`config.mk`:
```
export PLATFORM = sky130hd
export DESIGN_NAME = load_store_unit_flat
export DESIGN_NICKNAME = d
export VERILOG_FILES = /design/src/rtl/load_store_unit_if.sv /design/src/rtl/load_store_unit.sv /design/src/flat_wrapper.sv
export SDC_FILE = /design/constraint.sdc
export NUM_CORES = 1
export LEC_CHECK = 0
export CAP_MARGIN = 20
export CELL_PAD_IN_SITES_DETAIL_PLACEMENT = 1
export CELL_PAD_IN_SITES_GLOBAL_PLACEMENT = 2
export CORE_ASPECT_RATIO = 2
export CORE_MARGIN = 10
export CORE_UTILIZATION = 27
export DETAILED_ROUTE_END_ITERATION = 8
export PLACE_DENSITY_LB_ADDON = 0.1
export SYNTH_ARGS = -nofsm -noshare
export SYNTH_HDL_FRONTEND = slang
export SYNTH_SLANG_ARGS = --single-unit
```
`constraint.sdc`:
```
create_clock -name clk -period 6.1 [get_ports clk]
set_clock_uncertainty 0.1 [all_clocks]
set_input_delay 1.22 -clock clk [delete_from_list [all_inputs] [get_ports clk]]
set_output_delay 1.22 -clock clk [all_outputs]
set_load 0.05 [all_outputs]
```
`src/rtl/load_store_unit_if.sv`:
```
// MMU-side bus of the load/store unit. The LSU is the master: it drives the
// word address, lane-replicated write data, read/write strobes and byte
// enables. The MMU drives back its completion flag and the read word.
interface load_store_unit_if;
    logic [31:0] mmu_addr;
    logic [31:0] mmu_datain;
    logic        mmu_ren;
    logic        mmu_wen;
    logic [3:0]  mmu_byte_sel;
    logic        mmu_nostall;
    logic [31:0] mmu_dataout;

    modport master (
        output mmu_addr,
        output mmu_datain,
        output mmu_ren,
        output mmu_wen,
        output mmu_byte_sel,
        input  mmu_nostall,
        input  mmu_dataout
    );

    modport slave (
        input  mmu_addr,
        input  mmu_datain,
        input  mmu_ren,
        input  mmu_wen,
        input  mmu_byte_sel,
        output mmu_nostall,
        output mmu_dataout
    );
endinterface

```
`src/rtl/load_store_unit.sv`:
```
// RV32I load/store unit between the MEM stage and the MMU.
// A legal request is latched in IDLE and then replayed to the MMU from the
// latched copy, so the pipeline inputs may wander during ACCESS. Alignment
// and funct3 errors are reported in the request cycle without touching the
// MMU. A watchdog turns a stuck MMU access into an access-fault exception.
module load_store_unit #(
    parameter int TIMEOUT_CYCLES = 64
) (
    input  logic        clk,
    input  logic        reset,
    input  logic        mem_valid,
    input  logic        mem_read,
    input  logic        mem_write,
    input  logic [2:0]  funct3,
    input  logic [31:0] addr,
    input  logic [31:0] store_data,
    output logic        lsu_stall,
    output logic        load_valid,
    output logic [31:0] load_data,
    output logic        exc_valid,
    output logic [3:0]  exc_cause,
    output logic [31:0] exc_addr,
    load_store_unit_if.master mmu
);

    typedef enum logic [1:0] {
        IDLE   = 2'd0,
        ACCESS = 2'd1,
        DONE   = 2'd2
    } state_t;

    localparam logic [3:0] CAUSE_LD_MISALIGN = 4'd4;
    localparam logic [3:0] CAUSE_LD_FAULT    = 4'd5;
    localparam logic [3:0] CAUSE_ST_MISALIGN = 4'd6;
    localparam logic [3:0] CAUSE_ST_FAULT    = 4'd7;

    state_t      state_reg;
    logic [31:0] addr_reg;
    logic [2:0]  funct3_reg;
    logic        is_store_reg;
    logic        fault_reg;
    logic [31:0] timeout_count_reg;
    logic [31:0] mmu_addr_reg;
    logic [31:0] mmu_datain_reg;
    logic [3:0]  byte_sel_reg;
    logic        ren_reg;
    logic        wen_reg;
    logic [31:0] load_data_reg;

    logic        req;
    logic        funct3_legal;
    logic        misaligned;
    logic        req_accept;
    logic        req_exc;
    logic [3:0]  req_cause;
    logic [3:0]  req_byte_sel;
    logic [31:0] req_datain;
    logic [31:0] shifted_word;
    logic [31:0] extracted;
    logic        watchdog_expired;

    // Store data replicated onto every byte lane so the MMU can pick any lane.
    generate
        for (genvar gi = 0; gi < 4; gi++) begin : g_lane
            assign req_datain[8*gi +: 8] =
                !mem_write            ? 8'h00 :
                (funct3[1:0] == 2'b00) ? store_data[7:0] :
                (funct3[1:0] == 2'b01) ? store_data[8*(gi % 2) +: 8] :
                                         store_data[8*gi +: 8];
        end
    endgenerate

    // Decode and validate the request presented by the MEM stage.
    always_comb begin
        req = mem_valid & (mem_read | mem_write);
        // Stores allow only B/H/W; loads additionally allow BU/HU.
        if (mem_write) begin
            funct3_legal = !funct3[2] && (funct3[1:0] != 2'b11);
        end else begin
            funct3_legal = (funct3[1:0] != 2'b11) && (funct3 != 3'b110);
        end
        case (funct3[1:0])
            2'b01:   misaligned = addr[0];
            2'b10:   misaligned = (addr[1:0] != 2'b00);
            default: misaligned = 1'b0;
        endcase
        case (funct3[1:0])
            2'b00:   req_byte_sel = 4'b0001 << addr[1:0];
            2'b01:   req_byte_sel = 4'b0011 << addr[1:0];
            default: req_byte_sel = 4'b1111;
        endcase
        req_exc    = (state_reg == IDLE) && req && (!funct3_legal || misaligned);
        req_accept = (state_reg == IDLE) && req && funct3_legal && !misaligned;
        if (mem_write) begin
            req_cause = funct3_legal ? CAUSE_ST_MISALIGN : CAUSE_ST_FAULT;
        end else begin
            req_cause = funct3_legal ? CAUSE_LD_MISALIGN : CAUSE_LD_FAULT;
        end
    end

    // Align the returned word to the addressed byte and extend to 32 bits.
    always_comb begin
        shifted_word = mmu.mmu_dataout >> {addr_reg[1:0], 3'b000};
        case (funct3_reg)
            3'b000:  extracted = {{24{shifted_word[7]}}, shifted_word[7:0]};
            3'b001:  extracted = {{16{shifted_word[15]}}, shifted_word[15:0]};
            3'b100:  extracted = {24'h000000, shifted_word[7:0]};
            3'b101:  extracted = {16'h0000, shifted_word[15:0]};
            default: extracted = shifted_word;
        endcase
        // A nostall on the final watchdog cycle still counts as success.
        watchdog_expired = (TIMEOUT_CYCLES != 0) &&
                           (timeout_count_reg == 32'(TIMEOUT_CYCLES - 1));
    end

    // Request/access/retire sequencer with registered MMU strobes.
    always_ff @(posedge clk or posedge reset) begin
        if (reset) begin
            state_reg         <= IDLE;
            addr_reg          <= '0;
            funct3_reg        <= '0;
            is_store_reg      <= 1'b0;
            fault_reg         <= 1'b0;
            timeout_count_reg <= '0;
            mmu_addr_reg      <= '0;
            mmu_datain_reg    <= '0;
            byte_sel_reg      <= '0;
            ren_reg           <= 1'b0;
            wen_reg           <= 1'b0;
            load_data_reg     <= '0;
        end else begin
            case (state_reg)
                IDLE: begin
                    if (req_accept) begin
                        addr_reg          <= addr;
                        funct3_reg        <= funct3;
                        is_store_reg      <= mem_write;
                        fault_reg         <= 1'b0;
                        timeout_count_reg <= '0;
                        mmu_addr_reg      <= {addr[31:2], 2'b00};
                        mmu_datain_reg    <= req_datain;
                        byte_sel_reg      <= req_byte_sel;
                        ren_reg           <= !mem_write;
                        wen_reg           <= mem_write;
                        state_reg         <= ACCESS;
                    end
                end
                ACCESS: begin
                    if (mmu.mmu_nostall) begin
                        if (!is_store_reg) begin
                            load_data_reg <= extracted;
                        end
                        ren_reg   <= 1'b0;
                        wen_reg   <= 1'b0;
                        state_reg <= DONE;
                    end else if (watchdog_expired) begin
                        fault_reg <= 1'b1;
                        ren_reg   <= 1'b0;
                        wen_reg   <= 1'b0;
                        state_reg <= DONE;
                    end else begin
                        timeout_count_reg <= timeout_count_reg + 32'd1;
                    end
                end
                DONE: begin
                    // Any mem_valid seen here belongs to the retiring op.
                    timeout_count_reg <= '0;
                    state_reg         <= IDLE;
                end
                default: state_reg <= IDLE;
            endcase
        end
    end

    // Pipeline-facing status and exception reporting.
    always_comb begin
        lsu_stall  = req_accept || (state_reg == ACCESS);
        load_valid = (state_reg == DONE) && !is_store_reg && !fault_reg;
        load_data  = load_data_reg;
        exc_valid  = 1'b0;
        exc_cause  = 4'd0;
        exc_addr   = 32'd0;
        if (req_exc) begin
            exc_valid = 1'b1;
            exc_cause = req_cause;
            exc_addr  = addr;
        end else if ((state_reg == DONE) && fault_reg) begin
            exc_valid = 1'b1;
            exc_cause = is_store_reg ? CAUSE_ST_FAULT : CAUSE_LD_FAULT;
            exc_addr  = addr_reg;
        end
        mmu.mmu_addr     = mmu_addr_reg;
        mmu.mmu_datain   = mmu_datain_reg;
        mmu.mmu_byte_sel = byte_sel_reg;
        mmu.mmu_ren      = ren_reg;
        mmu.mmu_wen      = wen_reg;
    end

endmodule

```
`src/flat_wrapper.sv`:
```
// flat-port wrapper written by rule: the top's interface ports become plain ports
module load_store_unit_flat 
#(
    parameter int TIMEOUT_CYCLES = 64
)
  (clk, reset, mem_valid, mem_read, mem_write, funct3, addr, store_data, lsu_stall, load_valid, load_data, exc_valid, exc_cause, exc_addr, mmu_mmu_addr, mmu_mmu_datain, mmu_mmu_ren, mmu_mmu_wen, mmu_mmu_byte_sel, mmu_mmu_nostall, mmu_mmu_dataout);
  load_store_unit_if mmu_i ();
  input  logic clk;
  input  logic reset;
  input  logic mem_valid;
  input  logic mem_read;
  input  logic mem_write;
  input  logic [2:0] funct3;
  input  logic [31:0] addr;
  input  logic [31:0] store_data;
  output logic lsu_stall;
  output logic load_valid;
  output logic [31:0] load_data;
  output logic exc_valid;
  output logic [3:0] exc_cause;
  output logic [31:0] exc_addr;
  output wire logic [$bits(mmu_i.mmu_addr)-1:0] mmu_mmu_addr;
  output wire logic [$bits(mmu_i.mmu_datain)-1:0] mmu_mmu_datain;
  output wire logic [$bits(mmu_i.mmu_ren)-1:0] mmu_mmu_ren;
  output wire logic [$bits(mmu_i.mmu_wen)-1:0] mmu_mmu_wen;
  output wire logic [$bits(mmu_i.mmu_byte_sel)-1:0] mmu_mmu_byte_sel;
  input wire logic [$bits(mmu_i.mmu_nostall)-1:0] mmu_mmu_nostall;
  input wire logic [$bits(mmu_i.mmu_dataout)-1:0] mmu_mmu_dataout;
  assign mmu_mmu_addr = mmu_i.mmu_addr;
  assign mmu_mmu_datain = mmu_i.mmu_datain;
  assign mmu_mmu_ren = mmu_i.mmu_ren;
  assign mmu_mmu_wen = mmu_i.mmu_wen;
  assign mmu_mmu_byte_sel = mmu_i.mmu_byte_sel;
  assign mmu_i.mmu_nostall = mmu_mmu_nostall;
  assign mmu_i.mmu_dataout = mmu_mmu_dataout;
  load_store_unit #(.TIMEOUT_CYCLES(TIMEOUT_CYCLES)) u_core (.clk(clk), .reset(reset), .mem_valid(mem_valid), .mem_read(mem_read), .mem_write(mem_write), .funct3(funct3), .addr(addr), .store_data(store_data), .lsu_stall(lsu_stall), .load_valid(load_valid), .load_data(load_data), .exc_valid(exc_valid), .exc_cause(exc_cause), .exc_addr(exc_addr), .mmu(mmu_i));
endmodule
```
# == After elaboration in Yosys (flattened, before gate mapping) ==
# Cells that the tools add are included.
# totals
register_bits,171
in_bits,105
out_inout_bits,141
elab_cells,104
# classes
add_sub_neg,1
eq_ne,15
n_shift,3
mux,41
n_bitwise,3
n_reduce_logical,29
# ops
operator,count
two-way mux 32 bit,5
case mux 32 bit (4 select lines),1
case mux 32 bit (3 select lines),1
two-way mux 8 bit,9
"adder 32 x 1 -> 32 bit, second input constant",1
"== test 32 x 6 -> 1 bit, second input constant",1
right shift 32 x 5 -> 32 bit,1
two-way mux 1 bit,12
two-way mux 4 bit,3
logical AND 1 bit,9
two-way mux 2 bit,4
case mux 1 bit (2 select lines),4
case mux 4 bit (2 select lines),1
AND reduction 4 bit,2
"== test 3 bit, second input constant",2
zero test 1 bit,6
"!= test 2 bit, second input constant",3
AND reduction 3 bit,2
"== test 2 x 1 -> 1 bit, second input constant",2
"== test 2 bit, second input constant",2
zero test 2 bit,2
"!= test 2 x 1 -> 1 bit, second input constant",2
case mux 2 bit (2 select lines),1
AND reduction 2 bit,2
other kinds (12),14

# == Logic depth before layout (Yosys ltp) ==
# depth
ltp_word,7
ltp_mapped,10
ltp_nobuf,7

# == Worst setup path after synthesis ==
# OpenSTA, ideal clock, no wires.
# synth_path
path_type,input to output
from,in funct3[1]
to,out exc_cause[2]
arrival_time_ns,2.992
required_time_ns,4.780
slack_ns,1.788
cell_stages,8
path_buffers,2
cell_sequence,inv_1 -> ha_1 -> clkbuf_1 -> o211a_1 -> nor4_4 -> nor2_1 -> or2_2 -> buf_4
# synth_between
elab_chain_cells,7
word_cells_on_any_way,12
classes_between,eq/ne (4); mux (3); reduce/logical (5)
# synth_rtl
element,line,text
"start, declared",flat_wrapper.sv:13,input logic [2:0] funct3;
!= test 3 bit or != test 2 bit (tied branches),"load_store_unit.sv:80, load_store_unit.sv:78",
"logical AND 1 bit, on equally long branches","load_store_unit.sv:80, load_store_unit.sv:78",
two-way mux 1 bit,load_store_unit.sv:77,if (mem_write) begin
zero test 1 bit,load_store_unit.sv:92,req_exc = (state_reg == IDLE) && req && (!funct3_legal || misaligned);
logical OR 1 bit *,load_store_unit.sv:92,
logical AND 1 bit *,load_store_unit.sv:92,
two-way mux 4 bit *,load_store_unit.sv:183,if (req_exc) begin
"end, declared",flat_wrapper.sv:20,output logic [3:0] exc_cause;
# Mark *: on every way between the ends. The rest lies on a longest branch, timed or not.

# == Final worst setup path ==
# layout_path
from,in funct3[0]
to,out exc_valid
# layout_between
elab_chain_cells,7
word_cells_on_any_way,12
classes_between,eq/ne (4); mux (3); reduce/logical (5)
# layout_rtl
element,line,text
!= test 3 bit or != test 2 bit (tied branches),"load_store_unit.sv:80, load_store_unit.sv:78",
"logical AND 1 bit, on equally long branches","load_store_unit.sv:80, load_store_unit.sv:78",
two-way mux 1 bit,load_store_unit.sv:77,
zero test 1 bit,load_store_unit.sv:92,
logical OR 1 bit *,load_store_unit.sv:92,
logical AND 1 bit *,load_store_unit.sv:92,
two-way mux 1 bit *,load_store_unit.sv:183,
"end, declared",flat_wrapper.sv:19,output logic exc_valid;
# Marks and branches as above.

==> out/results.txt <==
status: completed
vias: 7414
delay of the slowest critical-path stage: 0.50 ns
RSZ-0062 raised after global routing: false
Fill cells: 3349
ys async rst share: 100%
Reg2Reg Depth: 6
Root Driver: clkbuf_16
slew margin rel.: 28.7%
post-route ant nets: 0
Syn Inst Count: 906
Tmin final: 4.96 ns
clk_lat worst skew: 0.44 ns
Post-CTS Setup Bufs: 0
worst-case vdd ir drop: 0.221 mV
1st-iter DRT viols: 327
worst-path cell chain: clkdlybuf4s50_1 > inv_1 > ha_1 > and3_1 > nor4_4 > nor2_2 > buf_4 > or2_2 > buf_4
Worst Hold Class: register to register
global placement routability congestion: 0.798
EDFF count, synth: 0
Top Ports: 246
Yosys warning count: 0
Final Routed Wirelength: 33400 µm
Finished Cell Area: 0.0112 mm²
GRT Util Overall: 17.8%
crit end category: output port
DR top layer: met4
Max Root-Sink Buffers: 2
height of the chip: 261 µm
Min-Delay Path Depth: 2
fin. max-slew vios: 0
CP Launch Type: input port
Final Cycle Share: 81.2%
Crit path max-delay family: buffers and inverters
vias in the first global route: 8109
P&R area growth vs syn: 42.4%
antenna violations before repair: 2
sequential share of the synthesized area: 44.9%
worst path buffer plus inverter count: 4
Setup Crit Path Kind: input port to output port
Stages on worst setup path: 9
wire length per cell: 22.8 µm
WL met3: 1180 µm
Met1 Wirelength: 12400 µm
die area: 0.0368 mm²
met2 WL: 19200 µm
dominant synthesized flop cell: dfrtp_1
first-pass GRT wire length: 50500 µm
CP dominant cell by count: buf_4
max-cap check violation count: 0
slowest CP cell: clkdlybuf4s50_1
register clock-pin slew on the reported worst setup and hold paths: 0.06 ns
core area: 0.0288 mm²
placed inst area: 0.0106 mm²
r2r setup slk: 2.83 ns
power per standard cell area: 445 mW/mm²
pin count of the biggest net entering global routing: 82
vias per cell: 5.06
Worst Path Arrival: 3.64 ns
TNS Setup: 0 ns
Starting Density: 27.3%
gr ovfl total: 0
Avg Cell Area, Syn: 8.68 µm²
CTS H-tree depth: 4
hpwl dp: 25200 µm
post-cts resize count: 0
crit path max fanout: 34
CP Data Required Time: 4.78 ns
FF+latch count, synth: 141
mapped cell area: 0.00786 mm²
CTS Hold Bufs: 0
Peak Freq: 0.202 GHz
drt pass-1 iters: 4
port buffer count: 242
Residual DRC: 0
clock tree sinks: 141
Fin. Hold Viols: 0
Pleak: 4.87 nW
die extent in x: 141 µm
Rows: 88
CTS Buf Count: 17
measured slew at the worst slew-check pin: 1.07 ns
CTS tree: done
synth unique cells: 57
share of cells above drive strength 1: 10.7%
Final nets: 1200
Final Setup Violations: 0
[layout by cell type, fill, tap and decap left out, drive strengths merged, types with 4 or more instances in the layout]
cell           Yosys  final
o21a               5      5
a211oi             7      7
a22o              33     33
a31oi             32     32
mux2              16     16
and4               4      4
a41oi              6      6
inv               26     26
dfrtp            141    141
clkbuf            37     20
nor2              49     49
o211ai             8      8
nor2b             10     10
mux2i             29     29
o22a               9      9
nand3             50     50
buf               58     53
o221ai             5      5
ha                 5      5
o21ai             38     38
nand4              9      9
a21oi             27     27
and3               6      6
clkdlybuf4s50      0    205
nor3               8      8
clkinv             0      7
nand2b             8      8
bufinv             0      5
nor4              14     14
nand2            236    236
[worst reg2reg max path: cells and delay by family (launching register included)]
kind	cells	cell delay, ns
compound gates	3	1.12
simple gates	2	0.92
buf+inv	1	0.41
flops	1	0.59
[metrics by stage]
stage | total power [mW] | utilization [%] | cells | setup WS (ns) | hold WS (ns)
after floorplan | 3.03 | - | 908 | 0.999 | 0.354
after global placement | 3.86 | 36.6 | 1431 | 1.16 | 0.349
after detailed placement | 3.88 | 36.6 | 1431 | 1.13 | 0.359
after CTS | 5.07 | 38.8 | 1463 | 1.13 | 0.374
after global routing | 5.25 | 38.8 | 1465 | 0.993 | 0.401
final | 4.98 | 38.8 | 1465 | 1.14 | 0.368
[area by class of cell]
cell class / count / area [µm²] / area share, %
multi-input combinational: 646 / 3720 / 33.2
tap: 360 / 450 / 4.02
clock inverter: 12 / 193 / 1.72
timing repair buffer: 258 / 2750 / 24.5
clock buffer: 20 / 447 / 3.99
inverter: 26 / 103 / 0.917
antenna: 2 / 5.00 / 0.0447
sequential: 141 / 3530 / 31.5
[report_power, final]
group | switching [mW] | internal, mW | total, mW
clock | 0.425 | 0.734 | 1.16
sequential | 0.240 | 1.23 | 1.47
combinational | 1.57 | 0.782 | 2.35
[layer usage]
layer  up-vias  GRT usage, %
met4         0          5.33
met5         -             0
met1      3719          18.3
met3        34          3.77
li1       3500             -
met2       161          34.8
[synth_stat cells (all sizes together), types with 2 or more instances]
cell type	number	area, µm²
a211oi	7	52.6
a21o	3	22.5
a21oi	27	135
a22o	33	289
a31oi	32	206
a41oi	6	71.3
and2	3	18.8
and3	6	37.5
and4	4	35.0
buf	58	409
clkbuf	37	139
dfrtp	141	3530
ha	5	62.6
inv	26	97.6
mux2	16	180
mux2i	29	290
nand2	236	888
nand2b	8	50.1
nand3	50	250
nand4	9	56.3
nor2	49	184
nor2b	10	62.6
nor3	8	40.0
nor4	14	124
o211ai	8	70.1
o21a	5	37.5
o21ai	38	194
o221ai	5	50.0
o22a	9	78.8
o22ai	2	26.3
o311ai	3	26.3
o31a	3	26.3
or2	3	18.8
or3	3	18.8
[cells by family (layout without fill, tap and decap cells)]
family          count (synthesis)  after routing  synth area share (%)
buf+inv                       121            316                  8.21
flops                         141            141                  44.9
compound gates                186            186                  16.9
mux                            45             45                  5.98
simple gates                  407            407                  23.2
fa+ha+maj                       5              5                 0.796
other cells                     1              5                0.0477
[worst paths after layout]
kind	from	to
max in group asynchronous	reset	u_core.addr_reg[24]
min reg2reg	u_core.mmu.mmu_datain[10]	u_core.mmu.mmu_datain[10]
max reg2reg	u_core.state_reg[0]	u_core.load_data[24]
min in group asynchronous	reset	u_core.load_data[29]
min	u_core.mmu.mmu_datain[10]	u_core.mmu.mmu_datain[10]
max	funct3[0]	exc_valid
(Power assumes the default switching activity.)
==> variant 1: new RTL, same flow settings <==
Encoding of `state_t`: now one-hot (3 bits for 3 states).
--- a/src/rtl/load_store_unit.sv
+++ b/src/rtl/load_store_unit.sv
@@ -24,8 +24,8 @@
 );
 
-    typedef enum logic [1:0] {
-        IDLE   = 2'd0,
-        ACCESS = 2'd1,
-        DONE   = 2'd2
+    typedef enum logic [2:0] {
+        IDLE   = 3'b001,
+        ACCESS = 3'b010,
+        DONE   = 3'b100
     } state_t;
 
Behaviour: same outputs for any inputs over 4 cycles, from zero or initial values and one cycle with reset high; so few cycles prove little.
==> variant 1 against the unedited design <==
- synthesized area decreased by 1.8%
- largest cell class unchanged
- wire length shrank 0.87%
- critical path type unchanged
- total power is 9.1% lower
- final area increased by 0.59%
- setup slack worse by 0.48 ns
- sequential cell count rose by 1
- synthesized cell count decreased by 3.2%
- core utilization up 1.1 points
- via count fell by 2.7%
==> variant 1: results (changes against the unedited design) <==
metric,value,unit,change
status,"complete, no violations",,unchanged
drtAntennaViolNets,0,,unchanged
clkTransAtPathRegs,0.06,ns,about the same
cts_setup_buffers,0,,unchanged
worstMarginPinSlew,1.009,ns,was 1.069 ns
cts_htree_levels,4,,unchanged
instances_no_fill,1433,,was 1465
synth-seq-area-share,46.01,%,was 44.87%
grt_pass1_wl,50.60,mm,was 50.49 mm
async_flop_share,100.0,%,unchanged
antenna_found_initial,2,,unchanged
cp_data_arrival_time,4.12,ns,was 3.64 ns
synth_ff_type,dfrtp_1,,unchanged
drt_iter0_markers,369,,was 327
peakVddDrop,0.1771,mV,was 0.2213 mV
gr-usage-all-layers,18.15,%,was 17.84%
first_pass_iters,4,,unchanged
yosys_warnings,0,,unchanged
post-route-drc-count,0,,unchanged
clock_path_buffers,2,,unchanged
ys_top_cells_by_area,"dfrtp_1, nand2_1, a22o_1",,"was dfrtp_1, nand2_1, buf_4"
grt_start_max_net_pins,74,,was 82
gp_congestion,0.7636,,was 0.7981
worstSkewPairLatency,0.44,ns,about the same
root_buffer,clkbuf_16,,unchanged
worstPathMaxFanout,34,,unchanged
avgSynthCellArea,8.810,µm²,was 8.680 µm²
yosys.cell_types.count,61,,was 57
dpl.hpwl,25.59,mm,was 25.17 mm
yosys-top-cells-count,"nand2_1, dfrtp_1, nand3_1",,unchanged
ctsResizeCount,0,,unchanged
drive_gt1_share,10.98,%,was 10.70%
worst_path_max_delay_cell,nor2_4,,was clkdlybuf4s50_1
leakage,4.993,nW,was 4.872 nW
vias,7214,,was 7414
port_buffers,242,,unchanged
dpl_worst_slack,0.6383,ns,was 1.129 ns
nets,1172,,was 1200
wl_per_cell,23.10,µm,was 22.80 µm
cpPeakStageDelay,0.77,ns,was 0.50 ns
first_global_vias,7925,,was 8109
hold_path_class,flip-flop to flip-flop,,unchanged
[variant 1: cell count changes after synthesis, moves of 6 or more]
cell | before | now
a211o_1 | 0 | 10
a31oi_1 | 31 | 6
buf_1 | 3 | 11
nand2_1 | 235 | 215
nor3_1 | 8 | 14
o21ai_0 | 31 | 38
[variant 1: final timing paths]
| kind | startpoint | end | slack (ns) | cells past startpoint |
|---|---|---|---|---|
| max in group asynchronous | reset | u_core.timeout_count_reg[28]$_DFFE_PP0P_ | 3.70 | 3 |
| worst min register to register | u_core.mmu.mmu_datain[9]$_DFFE_PP0P_ | u_core.mmu.mmu_datain[9]$_DFFE_PP0P_ | 0.37 | 2 |
| min in group asynchronous | reset | u_core.load_data[19]$_DFFE_PP0P_ | 1.18 | 2 |
| worst max-delay path | funct3[1] | exc_cause[2] | 0.66 | 10 |
| worst max register to register | u_core.timeout_count_reg[23]$_DFFE_PP0P_ | u_core.timeout_count_reg[18]$_DFFE_PP0P_ | 3.22 | 5 |
| worst min-delay path | u_core.mmu.mmu_datain[9]$_DFFE_PP0P_ | u_core.mmu.mmu_datain[9]$_DFFE_PP0P_ | 0.37 | 2 |
[variant 1: metal layers]
layer,track usage (%),share of wire (%)
met5,0,0
met4,6.624,2.7
met3,4.194,4.2
met2,35.87,58
met1,17.56,35
[variant 1: worst max-delay path, delay by kind of cell]
| family | cells | cell delay, ns |
|---|---|---|
| buffers and inverters | 4 | 0.96 |
| AO/OA/AOI/OAI | 2 | 0.55 |
| AND/OR/NAND/NOR | 3 | 1.21 |
| adder cells (fa/ha/maj) | 1 | 0.15 |
[variant 1: final cells by class]
| type | instances | area, µm² |
|---|---|---|
| tap | 356 | 445.4 |
| inverter | 23 | 91.34 |
| clock buffer | 19 | 452.9 |
| sequential | 142 | 3555 |
| antenna | 2 | 5.005 |
| timing repair buffer | 256 | 2888 |
| multi-input combinational | 622 | 3613 |
| clock inverter | 13 | 210.2 |
| fill | 3188 | 16930 |
[variant 1: cell families (layout without fill, tap and decap cells)]
family                     count (synthesis)  after routing  share of synthesized area (%)
DFF                                      142            142                          46.01
adders and majority gates                  5              5                         0.8097
and+or+nand+nor                          398            398                          23.71
buffers and inverters                    115            311                          7.676
AOI/OAI and AO/OA                        173            173                          15.92
other                                      1              5                        0.04854
muxes                                     43             43                          5.830
[variant 1: where the power goes]
group	total [mW]	internal [mW]	switching, mW	leakage (nW)
clock	1.19	0.749	0.438	0.320
sequential	1.35	1.17	0.184	1.85
combinational	1.98	0.664	1.32	2.82
[variant 1: stage by stage]
stage	hold WS, ns	area [µm²]
after floorplan	0.3629	7734
after global placement	0.3496	10590
after detailed placement	0.3600	10590
after CTS	0.3745	11260
after global routing	0.3972	11260
final	0.3687	11260
==> variant 2: new RTL, config.mk and constraints unchanged <==
Without the edit above. `TIMEOUT_CYCLES` is set to 64 in 2 places; all go to 32.
--- a/src/rtl/load_store_unit.sv
+++ b/src/rtl/load_store_unit.sv
@@ -5,5 +5,5 @@
 // MMU. A watchdog turns a stuck MMU access into an access-fault exception.
 module load_store_unit #(
-    parameter int TIMEOUT_CYCLES = 64
+    parameter int TIMEOUT_CYCLES = 32
 ) (
     input  logic        clk,
--- a/src/flat_wrapper.sv
+++ b/src/flat_wrapper.sv
@@ -2,5 +2,5 @@
 module load_store_unit_flat 
 #(
-    parameter int TIMEOUT_CYCLES = 64
+    parameter int TIMEOUT_CYCLES = 32
 )
   (clk, reset, mem_valid, mem_read, mem_write, funct3, addr, store_data, lsu_stall, load_valid, load_data, exc_valid, exc_cause, exc_addr, mmu_mmu_addr, mmu_mmu_datain, mmu_mmu_ren, mmu_mmu_wen, mmu_mmu_byte_sel, mmu_mmu_nostall, mmu_mmu_dataout);
Function: same outputs for any inputs over 4 cycles, from zero or initial values and one cycle with reset high; that may be too few to reach the edited logic, so the function may still have changed.
==> variant 2 against the unedited design <==
- total power up 2.9%
- synthesized cell count down 3.3%
- wire length decreased by 7.7%
- core utilization fell by 0.31 points
- clock power increased by 6%
- non-clock buffer count decreased by 1
- critical path type unchanged
- via count fell by 4.7%
- final area is 2.7% lower
- synthesized area is 1.1% lower
- combinational power grew 4%
- sequential cell count stayed put
- hold slack improved by 0.0022 ns
- maximum frequency fell by 1.3%
- setup slack worse by 0.066 ns
==> variant 2: results (changes against the unedited design) <==
metric,value,unit,change
startpoint,funct3[1],,was funct3[0]
clock_path_buffers,2,,unchanged
grt_util_met2,32.70,%,was 34.81%
nets,1176,,was 1200
cts_htree_levels,4,,unchanged
drt_iter0_markers,272,,was 327
cp_data_arrival_time,3.70,ns,was 3.64 ns
antenna_found_initial,1,,was 2
wl,30.83,mm,was 33.40 mm
cts_buffers,17,,unchanged
async_flop_share,100.0,%,unchanged
port_buffers,242,,unchanged
yosys-top-cells-count,"nand2_1, dfrtp_1, nor2_1",,"was nand2_1, dfrtp_1, nand3_1"
gr-usage-all-layers,16.82,%,was 17.84%
leakage,5.015,nW,was 4.872 nW
yosys.cell_types.count,62,,was 57
r2r_cells,6,,unchanged
vias,7065,,was 7414
r2r-end,u_core.load_data[31]$_DFFE_PP0P_,,was u_core.load_data[24]$_DFFE_PP0P_
grt_start_max_net_pins,80,,was 82
gp_congestion,0.7555,,was 0.7981
yosys_warnings,0,,unchanged
hold_path_class,flip-flop to flip-flop,,unchanged
dpl.hpwl,23.48,mm,was 25.17 mm
root_buffer,clkbuf_16,,unchanged
slew_headroom,35.42,%,was 28.70%
synth-seq-area-share,45.36,%,was 44.87%
first_pass_iters,4,,unchanged
grt_pass1_wl,47.94,mm,was 50.49 mm
gr-usage-met3,5.275,%,was 3.773%
ctsResizeCount,0,,unchanged
status,"complete, no violations",,unchanged
worstPathMaxFanout,34,,unchanged
timing.rr.start,u_core.state_reg[1]$_DFFE_PP0P_,,was u_core.state_reg[0]$_DFFE_PP0P_
rrSetupSlack,3.45,ns,was 2.83 ns
first_global_vias,7951,,was 8109
ys_top_cells_by_area,"dfrtp_1, nand2_1, buf_4",,unchanged
peakVddDrop,0.2112,mV,was 0.2213 mV
synth_ff_type,dfrtp_1,,unchanged
drive_gt1_share,11.21,%,was 10.70%
worstSkewPairLatency,0.43,ns,
cp-endpoint,exc_cause[2],,was exc_valid
cts_setup_buffers,0,,unchanged
clkTransAtPathRegs,0.06,ns,about the same
met1_usage,16.32,%,was 18.29%
-- variant 2: cell count changes in the layout (fill, tap and decap cells not counted), moves of 10 or more --
cell / delta
a211o_1: +13
a31oi_1: -24
and3_1: +10
buf_12: -22
buf_4: +19
nand2_1: -14
-- variant 2: worst min-delay path by stage --
stage                                           startpoint  depth (start not counted)                                     end  slack, ns
floorplan                 u_core.funct3_reg[0]$_DFFE_PP0P_                          2        u_core.funct3_reg[0]$_DFFE_PP0P_       0.36
global placement    u_core.mmu.mmu_byte_sel[0]$_DFFE_PP0P_                          2  u_core.mmu.mmu_byte_sel[0]$_DFFE_PP0P_       0.35
detailed placement   u_core.mmu.mmu_datain[13]$_DFFE_PP0P_                          2   u_core.mmu.mmu_datain[13]$_DFFE_PP0P_       0.36
CTS                 u_core.mmu.mmu_byte_sel[0]$_DFFE_PP0P_                          2  u_core.mmu.mmu_byte_sel[0]$_DFFE_PP0P_       0.38
global route          u_core.mmu.mmu_datain[1]$_DFFE_PP0P_                          2    u_core.mmu.mmu_datain[1]$_DFFE_PP0P_       0.40
finish              u_core.mmu.mmu_byte_sel[0]$_DFFE_PP0P_                          2  u_core.mmu.mmu_byte_sel[0]$_DFFE_PP0P_       0.37
-- variant 2: report_power, final --
part	switching (mW)	total (mW)	leakage [nW]	internal, mW
sequential	0.223	1.45	1.79	1.22
combinational	1.66	2.45	2.89	0.792
clock	0.421	1.23	0.335	0.808
-- variant 2: cell families after synthesis --
family                     Yosys count  synth area share [%]
AOI/OAI and AO/OA                  168                 15.59
adders and majority gates            5                0.8042
buffers and inverters              109                 7.801
DFF                                141                 45.36
muxes                               44                 5.919
other                                1               0.04821
and+or+nand+nor                    408                 24.48
-- variant 2: cell type report --
type,count,area (µm²)
Antenna cell,1,2.502
Clock buffer,21,480.5
Clock inverter,11,210.2
Fill cell,3312,17410
Inverter,21,83.83
Multi-Input combinational cell,628,3662
Sequential cell,141,3528
Tap cell,356,445.4
Timing Repair Buffer,257,2481
-- variant 2: critical path, stage by stage --
cell and delay (ns):
clkdlybuf4s50_1 0.51, inv_1 0.08, ha_1 0.18, buf_4 0.20, o211a_1 0.28, nor4_4 0.39
nor2_2 0.05, buf_4 0.24, or2_2 0.33, buf_4 0.20
-- variant 2: metrics by stage --
step / cell area [µm²] / setup WS (ns) / cells
final: 10890 / 1.079 / 1436
after global routing: 10890 / 0.9291 / 1436
after CTS: 10880 / 1.054 / 1434
after detailed placement: 10190 / 1.053 / 1402
after global placement: 10170 / 1.116 / 1401
after floorplan: 7786 / 0.9988 / 878
-- variant 2: metal layers --
layer	wire length [µm]	part of all wire, %
met1	10930	35
met2	17740	58
met3	1708	5.5
met4	455	1.5
met5	0	0
